File: config.mk
export PLATFORM = sky130hd
export DESIGN_NAME = transform_zigzag_scan
export DESIGN_NICKNAME = d
export VERILOG_FILES = /design/src/rtl/transform_zigzag_scan.sv
export SDC_FILE = /design/constraint.sdc
export NUM_CORES = 1
export LEC_CHECK = 0
export CELL_PAD_IN_SITES_DETAIL_PLACEMENT = 1
export CELL_PAD_IN_SITES_GLOBAL_PLACEMENT = 2
export CORE_UTILIZATION = 33
export CTS_CLUSTER_SIZE = 40
export DETAILED_ROUTE_END_ITERATION = 12
export GPL_TIMING_DRIVEN = 1
export PLACE_DENSITY = 0.9
export SKIP_LAST_GASP = 1
export SLEW_MARGIN = 20
export SYNTH_ARGS = -nofsm -noshare
export SYNTH_HDL_FRONTEND = slang
export SYNTH_SLANG_ARGS = --single-unit
File: constraint.sdc
create_clock -name clk -period 9.3 [get_ports clk]
set_input_delay 1.395 -clock clk [delete_from_list [all_inputs] [get_ports clk]]
set_output_delay 1.395 -clock clk [all_outputs]
set_load 0.1 [all_outputs]
File: src/rtl/transform_zigzag_scan.sv
// transform_zigzag_scan: registers one 4x4 raster block of 16-bit coefficients,
// streams it in frame zigzag order (full block, AC-only or 2x2 chroma DC),
// saturates each coefficient to 12 bits and reports the nonzero count and
// clip status when the block completes.
module transform_zigzag_scan (
    input  logic                clk,
    input  logic                rst_n,
    input  logic                in_valid,
    output logic                in_ready,
    input  logic [1:0]          mode,
    input  logic [255:0]        blk_in,
    output logic                out_valid,
    input  logic                out_ready,
    output logic signed [11:0]  out_coeff,
    output logic [3:0]          out_idx,
    output logic                out_last,
    output logic                done,
    output logic [4:0]          total_coeff,
    output logic                sat_flag
);

    localparam int DATA_W = 16;
    localparam int COEF_W = 12;

    typedef enum logic [1:0] {
        IDLE = 2'd0,
        SCAN = 2'd1,
        DONE = 2'd2
    } state_t;

    state_t                     state;
    state_t                     state_next;

    logic [255:0]               blk_q;
    logic [1:0]                 mode_q;
    logic [3:0]                 cnt;
    logic [4:0]                 nz_acc;
    logic                       sat_acc;

    logic [3:0]                 raster;
    logic                       is_last;
    logic signed [DATA_W-1:0]   cur_raw;
    logic signed [COEF_W-1:0]   cur_sat;
    logic                       cur_clip;
    logic                       cur_nz;
    logic                       accept;
    logic                       fire;
    logic [4:0]                 nz_next;
    logic                       sat_next;

    // Frame zigzag: scan position -> raster index within the 4x4 block.
    function automatic logic [3:0] zigzag(input logic [3:0] pos);
        logic [3:0] r;
        case (pos)
            4'd0:    r = 4'd0;
            4'd1:    r = 4'd1;
            4'd2:    r = 4'd4;
            4'd3:    r = 4'd8;
            4'd4:    r = 4'd5;
            4'd5:    r = 4'd2;
            4'd6:    r = 4'd3;
            4'd7:    r = 4'd6;
            4'd8:    r = 4'd9;
            4'd9:    r = 4'd12;
            4'd10:   r = 4'd13;
            4'd11:   r = 4'd10;
            4'd12:   r = 4'd7;
            4'd13:   r = 4'd11;
            4'd14:   r = 4'd14;
            default: r = 4'd15;
        endcase
        return r;
    endfunction

    function automatic logic is_clipped(input logic signed [DATA_W-1:0] v);
        return (v > 16'sh07FF) || (v < 16'shF800);
    endfunction

    function automatic logic signed [COEF_W-1:0] saturate(input logic signed [DATA_W-1:0] v);
        if (v > 16'sh07FF)
            return 12'sh7FF;
        else if (v < 16'shF800)
            return 12'sh800;
        else
            return v[COEF_W-1:0];
    endfunction

    // State register.
    always_ff @(posedge clk or negedge rst_n) begin
        if (!rst_n)
            state <= IDLE;
        else
            state <= state_next;
    end

    // Next-state logic.
    always_comb begin
        state_next = state;
        case (state)
            IDLE:    if (accept) state_next = SCAN;
            SCAN:    if (fire && is_last) state_next = DONE;
            DONE:    state_next = IDLE;
            default: state_next = IDLE;
        endcase
    end

    // Handshake and stream outputs; stream fields are forced to 0 outside SCAN.
    always_comb begin
        in_ready  = (state == IDLE);
        out_valid = (state == SCAN);
        done      = (state == DONE);
        out_coeff = out_valid ? cur_sat : '0;
        out_idx   = out_valid ? cnt : '0;
        out_last  = out_valid ? is_last : 1'b0;
    end

    assign accept = in_valid & in_ready;
    assign fire   = out_valid & out_ready;

    // Map the current ordinal to a raster slot and locate the block end per mode.
    always_comb begin
        case (mode_q)
            2'd1: begin
                raster  = zigzag(cnt + 4'd1);
                is_last = (cnt == 4'd14);
            end
            2'd2: begin
                raster  = cnt;
                is_last = (cnt == 4'd3);
            end
            default: begin
                raster  = zigzag(cnt);
                is_last = (cnt == 4'd15);
            end
        endcase
    end

    // Current coefficient: select, saturate, and fold into the block statistics.
    always_comb begin
        cur_raw  = blk_q[{raster, 4'b0000} +: DATA_W];
        cur_sat  = saturate(cur_raw);
        cur_clip = is_clipped(cur_raw);
        cur_nz   = (cur_raw != '0);
        nz_next  = nz_acc + {4'b0000, cur_nz};
        sat_next = sat_acc | cur_clip;
    end

    // Block capture, ordinal advance and per-block statistics.
    always_ff @(posedge clk or negedge rst_n) begin
        if (!rst_n) begin
            blk_q       <= '0;
            mode_q      <= '0;
            cnt         <= '0;
            nz_acc      <= '0;
            sat_acc     <= 1'b0;
            total_coeff <= '0;
            sat_flag    <= 1'b0;
        end else if (accept) begin
            blk_q   <= blk_in;
            mode_q  <= mode;
            cnt     <= '0;
            nz_acc  <= '0;
            sat_acc <= 1'b0;
        end else if (fire) begin
            cnt     <= cnt + 4'd1;
            nz_acc  <= nz_next;
            sat_acc <= sat_next;
            // Results publish on the edge that moves the FSM into DONE.
            if (is_last) begin
                total_coeff <= nz_next;
                sat_flag    <= sat_next;
            end
        end
    end

endmodule

* Yosys cells after proc, flatten, opt, wreduce, memory -nomap -nowiden
Memory sizes are Yosys's and may differ from the RTL's.
Index checks and enable logic that the tools add are counted.
** Word-level totals
- Memories :: 2
- Logic and storage cells :: 51
- Input port bits :: 262
- Register bits after elaboration :: 276
- Output and inout bits :: 26
- Memory bits (read-only) :: 128
** Operators by class
- Multiplexer cells :: 16
- Reductions and logical operators :: 7
- Bitwise logic cells :: 4
- Shift-type cells :: 1
- $add $sub $neg :: 2
- $lt $le $gt $ge :: 2
- Eq/ne operators :: 9
** Memory list
- (name not given) :: depth 16, bits a word 4, read ports 1, clocked after Yosys merged registers in 0, wr ports 0, RTL line 54 : case (pos)
- (name not given) :: depth 16, bits a word 4, read ports 1, clocked after Yosys merged registers in 0, wr ports 0, RTL line 54
** Operators with widths (count)
- 256-bit by 9-bit variable part select with 16-bit output :: 1
- 12-bit 2-to-1 mux :: 3
- 16-bit by 12-bit > comparator with 1-bit output (second input constant) :: 1
- 16-bit by 12-bit less-than comparator with 1-bit output (second input constant) :: 1
- 16-bit nonzero test :: 1
- 4-bit 2-to-1 mux :: 3
- 5-bit 2-to-1 mux :: 2
- 4-bit equality test (second input constant) :: 2
- 4-bit case mux with 2 select lines :: 1
- 5-bit by 1-bit adder with 5-bit output :: 1
- 4-bit by 1-bit adder with 4-bit output (second input constant) :: 1
- 2-bit by 1-bit equality test with 1-bit output (second input constant) :: 2
- 2-bit equality test (second input constant) :: 2
- 4-bit by 2-bit equality test with 1-bit output (second input constant) :: 1
- 2-bit 2-to-1 mux :: 2
- 2-bit by 1-bit != test with 1-bit output (second input constant) :: 2
- 2-bit case mux with 2 select lines :: 1
- 1-bit 2-to-1 mux :: 3
- 3-bit AND reduction :: 1
- 1-bit AND :: 2
- 2-bit zero test :: 1
- 1-bit case mux with 2 select lines :: 1
- 2-bit AND reduction :: 1
- 2-bit nonzero test :: 1
- other kinds (4) :: 4

* Logic depth before layout (Yosys ltp)
Gate-level depths: netlist of run 1.
An unclocked memory read counts as a cell.
- Word-level depth :: 9
- Depth in mapped cells :: 22
- Mapped depth without buffers :: 18

* Least setup slack after synthesis of run 1
Ideal clock, no wire load.
- Path type :: register to output
- Start :: register cnt[1]
- End :: output out_coeff[10]
- Arrival :: 4.439 ns
- Stages on the path, launching flop included :: 16
- Path slack :: 3.466 ns
- Path through :: dfrtp_1 -> ha_1 -> inv_1 -> ha_1 -> clkbuf_1 -> nand2b_1 -> and3_1 -> o311ai_2 -> clkbuf_1 -> buf_2 -> mux4_2 -> a22oi_1 -> and2_1 -> o41a_1 -> clkbuf_1 -> o21a_1
** Between the ends
- Longest elaborated chain between the ends :: 8
** RTL lines
- from (decl) :: RTL line 36 : logic [3:0] cnt;
- from (signal assigned) :: RTL line 165 : cnt <= cnt + 4'd1;
- 4-bit by 1-bit adder with 4-bit output :: RTL line 124 : raster = zigzag(cnt + 4'd1);
- memory 16 x 4 bit
- 4-bit case mux with 2 select lines (*) :: RTL line 122 : case (mode_q)
- 256-bit by 9-bit variable part select with 16-bit output (*) :: RTL line 140 : cur_raw = blk_q[{raster, 4'b0000} +: DATA_W];
- 16-bit by 12-bit less-than comparator with 1-bit output :: RTL line 82 : else if (v < 16'shF800)
- 12-bit 2-to-1 mux :: RTL line 82
- 12-bit 2-to-1 mux (*) :: RTL line 80 : if (v > 16'sh07FF)
- 12-bit 2-to-1 mux (*) :: RTL line 112 : out_coeff = out_valid ? cur_sat : '0;
- to (decl) :: RTL line 14 : output logic signed [11:0] out_coeff,
Mark *: on every way between the ends. The rest lies on a longest branch, timed or not.

* Worst setup path in the final report of run 1
Ends and elaborated chain as after synthesis.

==> key figures, run 1 <==
Global route
  – Total gr overflow: 0
  – Tot GR Track Use: 23.5%
  – Antenna violations before repair: 0
  – First-pass GRT wire length: roughly 74000 um
  – Vias in the first global route: 12400
  – Largest net degree at the start of global routing: 158

Routing
  – Antenna viol nets, final: 0
  – DRT Wirelength: 48500 um
  – DR vias: around 12000
  – DR WL/cell: between 20 and 25 um
  – Final routed DRC violation total: 0
  – Vias per cell: 5.04
  – DR iter-0 viols: ~890
  – Drt pass-1 iters: 5

Worst setup path
  – Cell family with most CP delay: compound AO/OA/AOI/OAI gates
  – Critical path's slowest cell: clkdlybuf4s50_1
  – Arrival time worst endpoint: around 7000 ps
  – Critical Path Start Type: register
  – Reg2reg start: cnt[1]
  – Worst Setup End Kind: output pin
  – Worst-path cell chain: ha_1, inv_1, ha_1, nor2b_1, o31ai_1, nor4_4, nor2_4, mux4_2, a22oi_1, nand2_1, a21oi_1, o21a_1, clkdlybuf4s50_1
  – CP max stage delay: roughly 1200 ps
  – CP Data Required Time: between 7000 and 8000 ps
  – Top fanout value on the critical path: 23
  – Most common cell type on the critical path: ha_1
  – WP buf/inv: 2
  – Worst R2R Path Depth: 17
  – Reg-to-Reg End: total_coeff[4]
  – WS Path Type: register to output pin
  – FF-to-FF setup slack: approximately 2600 ps

STA
  – Crit share post-route: 91.3%
  – Setup TNS: 0 ps
  – RSZ-0062 raised after global routing: no
  – Setup violators final: 0
  – Max-slew headroom: between 20% and 30%
  – Max Slew Vio Count: 0
  – Fin crit period: about 8500 ps
  – Hold Vio Cnt, Final: 0
  – FMAX: 0.118 GHz
  – Worst-margin pin slew: ~1100 ps
  – Skew final: 14.6 ps

Placement
  – Final HPWL DP: about 35000 um
  – Port bufs: between 200 and 300
  – Final Wtd Congestion: approximately 0.85

Layout
  – Most frequent cells in the layout: nand2_1 (851), clkdlybuf4s50_1 (286), dfrtp_1 (276)
  – Nets: approximately 2100
  – Area delta synth->final: 31.6%
  – Most common cell after layout, fill and taps aside: nand2_1
  – Multi-input logic area: about 6100 um2
  – Number of diodes: 0
  – Reg area: between 6000 and 7000 um2
  – Fillers: 4635
  – Layout cells sized above 1: 5.50%

Worst hold path
  – WHS Path Cells: 2
  – Min-delay src: total_coeff[0]
  – Min-Delay Endpoint: total_coeff[0]
  – Worst Hold Class: register to register

Clocking
  – Post-CTS resize count: 0
  – CTS Root Cell: clkbuf_16
  – Worst skew pair latency: 560 ps
  – Hold Buf Count CTS: 0
  – Clk slew on worst S/H paths: 60 ps
  – CTS tree: yes
  – Htree depth: 1
  – Post-CTS setup buffer count: 0
  – Clock buffer depth: 3
  – Clock Sinks: around 280
  – Num CTS Buffers: 31

Die
  – Area of the core: approximately 40000 um2
  – Core Rows: 73
  – Die Y: 204 um
  – IO Pins: roughly 290
  – Initial Util: about a third
  – Die Wd: between 200 and 250 um
  – Die ar.: between 40000 and 50000 um2

Synth
  – Sequential share of the synthesized area: roughly half
  – Cells after synthesis: about 1600
  – Yosys reg bits: approximately 280
  – Predominant post-synthesis flop cell: dfrtp_1
  – Synthesized area per cell: approximately 8.6 um2
  – Number of synthesized flops with an enable pin: 0
  – Fraction of registers with async set/reset: between 90% and 100%
  – Syn Nets: 1836
  – Post-synthesis cell area: between 10000 and 15000 um2
  – Synth cell types: 66
  – YS warnings: 0

Outcome
  – Status: finished clean

Job
  – Max cap viols: 0
## cell usage after synthesis, drive strengths merged, types with 4 or more instances
library cell | n | area (um2)
a21oi | 8 | 40.0
inv | 11 | 41.3
mux4 | 29 | 661
nor2b | 9 | 56.3
a22o | 5 | 43.8
and3 | 8 | 55.1
dfrtp | 276 | 6910
o21a | 12 | 90.1
nor2 | 23 | 88.8
nand3 | 34 | 170
a32oi | 5 | 43.8
clkbuf | 74 | 278
nand2b | 6 | 37.5
nand4 | 8 | 50.1
ha | 15 | 188
a22oi | 14 | 105
mux2i | 54 | 541
nand2 | 853 | 3210
xor2 | 4 | 35.0
a31oi | 8 | 50.1
o21ai | 24 | 120
nor3 | 5 | 25.0
buf | 21 | 138
and2 | 4 | 25.0
## layer usage
metal  share of wire, %  vias up  GRT usage, %  routed length [um]
li1                   -     5526             -                   -
met1                 47     5911          34.2               22600
met2                 46      307          36.8               22300
met3                4.9       64          2.58                2390
met4                2.5        0          6.36                1210
met5                  0        -             0                   0
## state kept, by name (all words and copies together) (netlist names)
register / flops
mode_q: 2
sat_flag: 1
cnt: 4
blk_q: 256
state: 2
nz_acc: 5
sat_acc: 1
total_coeff: 5
## metrics by stage
step           util (%)  cell area (um2)  setup slack, ps  std cells  hold slack (ps)
3_5_place_dp       41.8            16700             1370       2289              463
4_1_cts            44.3            17700              742       2344              478
6_report           44.3            17700              805       2344              472
2_1_floorplan         -            13400             3470       1559              437
5_1_grt            44.3            17700              418       2344              496
3_3_place_gp       41.8            16700             1680       2289              453
## logic make-up (layout without fill, tap and decap cells)
logic type                 after synthesis  in the layout  share of synthesized area (%)
AOI/OAI and AO/OA                      107            107                           5.71
muxes                                   86             86                           9.19
buffers and inverters                  106            366                           3.40
adders and majority gates               15             15                           1.40
and+or+nand+nor                        963            963                           28.5
DFF                                    276            276                           51.4
xor gates and xnor gates                 6              6                          0.391
## how the worst max path moves through the flow
| stage | startpoint | endpoint | slack, ps | cells after the start |
|---|---|---|---|---|
| 2_1_floorplan | cnt[1] | out_coeff[10] | 3470 | 15 |
| 3_3_place_gp | cnt[1] | out_coeff[10] | 1680 | 13 |
| 3_5_place_dp | cnt[1] | out_coeff[10] | 1370 | 13 |
| 4_1_cts | cnt[1] | out_coeff[10] | 740 | 13 |
| 5_1_grt | cnt[1] | out_coeff[10] | 420 | 13 |
| 6_report | cnt[1] | out_coeff[10] | 810 | 13 |
## worst reg2reg max path, delay by kind of cell, from the launching register on
| kind | cells | cell delay [ps] |
|---|---|---|
| and+or+nand+nor | 6 | 2650 |
| adders and majority gates | 4 | 1240 |
| AOI/OAI and AO/OA | 4 | 1000 |
| DFF | 1 | 710 |
| muxes | 1 | 680 |
| xor gates and xnor gates | 1 | 190 |
| buffers and inverters | 1 | 50 |
## area by class of cell
cell class / instances / share of cell area [%]
clock buffers: 42 / 4.79
clock inverters: 13 / 0.820
flip-flops and latches: 276 / 39.0
well taps: 525 / 3.71
inverters: 11 / 0.233
repair buffers: 300 / 16.9
multi-input cells: 1177 / 34.5
Power of run 1 is left out: the tool's default activity adds up to more than one toggle a clock period on the data nets, which glitch-free logic cannot reach.
==> inputs of run 2 (changes only) <==
--- a/config.mk
+++ b/config.mk
@@ -9,3 +9,4 @@
 export CELL_PAD_IN_SITES_GLOBAL_PLACEMENT = 2
-export CORE_UTILIZATION = 33
+export CORE_UTILIZATION = 34
+export CTS_BUF_LIST = sky130_fd_sc_hd__clkbuf_4 sky130_fd_sc_hd__clkbuf_8
 export CTS_CLUSTER_SIZE = 40
@@ -13,3 +14,3 @@
 export GPL_TIMING_DRIVEN = 1
-export PLACE_DENSITY = 0.9
+export PLACE_DENSITY = 0.93
 export SKIP_LAST_GASP = 1
==> constraint.sdc (replaced) <==
create_clock -name clk -period 9.3 [get_ports clk]
set_input_delay 2.79 -clock clk [delete_from_list [all_inputs] [get_ports clk]]
set_output_delay 2.79 -clock clk [all_outputs]
set_load 0.1 [all_outputs]
==> run 2 against run 1 <==
Compared with the run above:
- non-clock buffer count is 4 higher
- clock skew increased by 13 ps
- cell area is 0.83% higher
- setup slack got worse by 320 ps
- sequential share of layout area is 0.32 points lower
- register-to-register slack better by 70 ps
- hold slack better by 2.7 ps
- die area down 2.9%
- final cell count increased by 1.3%
- utilization is 1.6 points higher
- critical path type unchanged
==> key figures, run 2 (synthesized netlist as in run 1, its figures left out) <==
Outcome
  – Status: finished clean

STA
  – FMAX: 0.113 GHz (-3.7%)
  – Crit share post-route: 94.8% (+3.5 points)
  – Hold WS: 475 ps (+2.72 ps)
  – RSZ-0062 raised after global routing: no
  – Hold Vio Cnt, Final: 0 (unchanged)
  – Max-slew headroom: 33.9% (+8.7 points)
  – Max Slew Vio Count: 0 (unchanged)
  – Fin crit period: 8820 ps (+324 ps)
  – Skew final: 28.0 ps (+13.4 ps)
  – Setup TNS: 0 ps (unchanged)
  – Worst-margin pin slew: 992 ps (-126 ps)
  – Setup violators final: 0 (unchanged)

Global route
  – Largest net degree at the start of global routing: 150 (-5.1%)
  – Tot GR Track Use: 24.3% (+0.82 points)
  – Total gr overflow: 0 (unchanged)
  – Antenna violations before repair: 1 (+1)
  – First-pass GRT wire length: 75600 um (+2.0%)
  – Vias in the first global route: 13000 (+4.6%)

Routing
  – Drt pass-1 iters: 4 (-1)
  – Final routed DRC violation total: 0 (unchanged)
  – Antenna viol nets, final: 0 (unchanged)
  – DR vias: 11900 (+0.91%)
  – DRT Wirelength: 48600 um (+0.26%)
  – Vias per cell: 5.02 (-0.41%)
  – DR iter-0 viols: 781 (-12%)
  – DR WL/cell: 20.5 um (-1.0%)

Worst setup path
  – WP buf/inv: 2 (unchanged)
  – CP max stage delay: 750 ps (-410 ps)
  – Cell family with most CP delay: simple AND/OR/NAND/NOR gates
  – Reg2reg start: cnt[0]
  – Worst-path cell chain: ha_1, inv_1, ha_1, nor2b_1, o31ai_1, or4_1, nand2_4, mux4_2, a22oi_1, nand2_1, o41a_1, o21a_1, buf_4
  – FF-to-FF setup slack: 2710 ps (+70 ps)
  – Worst Setup End Kind: output pin
  – CP Data Required Time: 6510 ps (-1400 ps)
  – Reg-to-Reg End: total_coeff[4]
  – Arrival time worst endpoint: 6030 ps (-1070 ps)
  – Top fanout value on the critical path: 33 (+43%)
  – WS Path Type: register to output pin
  – Worst R2R Path Depth: 19 (+2)
  – Most common cell type on the critical path: ha_1
  – Critical path's slowest cell: or4_1
  – Critical Path Start Type: register

Die
  – Die ar.: 40300 um2 (-2.9%)
  – Core Rows: 72 (-1.4%)
  – Initial Util: 34.6% (+0.94 points)
  – Area of the core: 38800 um2 (-2.7%)
  – IO Pins: 288 (unchanged)
  – Die Wd: 201 um (-1.5%)
  – Die Y: 201 um (-1.5%)

Clocking
  – Post-CTS setup buffer count: 0 (unchanged)
  – Hold Buf Count CTS: 0 (unchanged)
  – CTS Root Cell: clkbuf_8
  – Clock Sinks: 276 (unchanged)
  – CTS tree: yes
  – Post-CTS resize count: 0 (unchanged)
  – Htree depth: 2 (+1)
  – Num CTS Buffers: 49 (+58%)
  – Clk slew on worst S/H paths: 60 ps (about the same)
  – Clock buffer depth: 3 (unchanged)
  – Worst skew pair latency: 600 ps (+40 ps)

Layout
  – Nets: 2096 (+1.1%)
  – Layout cells sized above 1: 8.46% (+3.0 points)
  – Area delta synth->final: 32.7%
  – Max reg flops: 256 (unchanged)
  – Most frequent cells in the layout: nand2_1 (851), dfrtp_1 (276), clkdlybuf4s50_1 (274)
  – Top flop regs: blk_q: 256 flops, nz_acc: 5 flops, total_coeff: 5 flops
  – Fillers: 4511 (-2.7%)
  – Most common cell after layout, fill and taps aside: nand2_1
  – Largest Register: blk_q
  – Layout Cells excl Fill: 2375 (+1.3%)

Placement
  – Final HPWL DP: 35700 um (+0.78%)
  – Port bufs: 287 (unchanged)
  – Placed cells: 2285 (-0.17%)
  – Final Wtd Congestion: 0.869 (+2.0%)

Worst hold path
  – Worst Hold Class: register to register
  – Min-delay src: blk_q[247]
  – Min-Delay Endpoint: blk_q[247]
  – WHS Path Cells: 2 (unchanged)

Job
  – Max cap viols: 0 (unchanged)
run 2: cell types whose count changed in the layout (fill, tap and decap cells not counted), moves of 8 or more:
cell / change
buf_4: +16
clkbuf_16: -31
clkdlybuf4s50_1: -12
clkbuf_8: +59
clkbuf_1: -8
clkbuf_4: +15
run 2: layout make-up:
type / count / area, um2 / share of cell area, %
clock inverter: 11 / 145 / 0.813
timing repair buffer: 304 / 3020 / 16.9
sequential: 276 / 6910 / 38.7
clock buffer: 77 / 966 / 5.41
antenna: 1 / 2.50 / 0.0140
tap: 518 / 648 / 3.63
inverter: 11 / 41.3 / 0.231
multi-input combinational: 1177 / 6110 / 34.3
run 2: per-layer routing:
metal  up-vias  wire, um  part of all wire, %  track usage, %
met5         -         0                    0               0
met4         0      1430                  2.9            8.26
met3        90      2710                  5.6            5.06
met2       330     22300                   46            38.1
met1      5915     22200                   46            33.3
li1       5580         -                    -               -
run 2: worst min-delay path: cells and delay by family, from the launching register on:
family / cells / cell delay [ps]
flip-flops: 1 / 340
AND/OR/NAND/NOR: 2 / 100
run 2: per-stage QoR:
step           instance area (um2)  setup slack, ps  utilization (%)
2_1_floorplan                13400             2070                -
4_1_cts                      17800              459             45.9
6_report                     17800              481             46.0
3_5_place_dp                 16700             1100             43.0
5_1_grt                      17800              247             46.0
3_3_place_gp                 16700             1240             43.0
run 2: worst max path at each step:
stage | cells past startpoint | start | endpoint | slack, ps
after floorplan | 15 | cnt[1] | out_coeff[10] | 2070
after global placement | 13 | cnt[0] | out_coeff[10] | 1240
after detailed placement | 13 | cnt[0] | out_coeff[10] | 1100
after CTS | 13 | cnt[0] | out_coeff[10] | 460
after global routing | 14 | cnt[0] | out_coeff[10] | 250
final | 13 | cnt[0] | out_coeff[10] | 480
Power of run 2 is left out for the same reason.
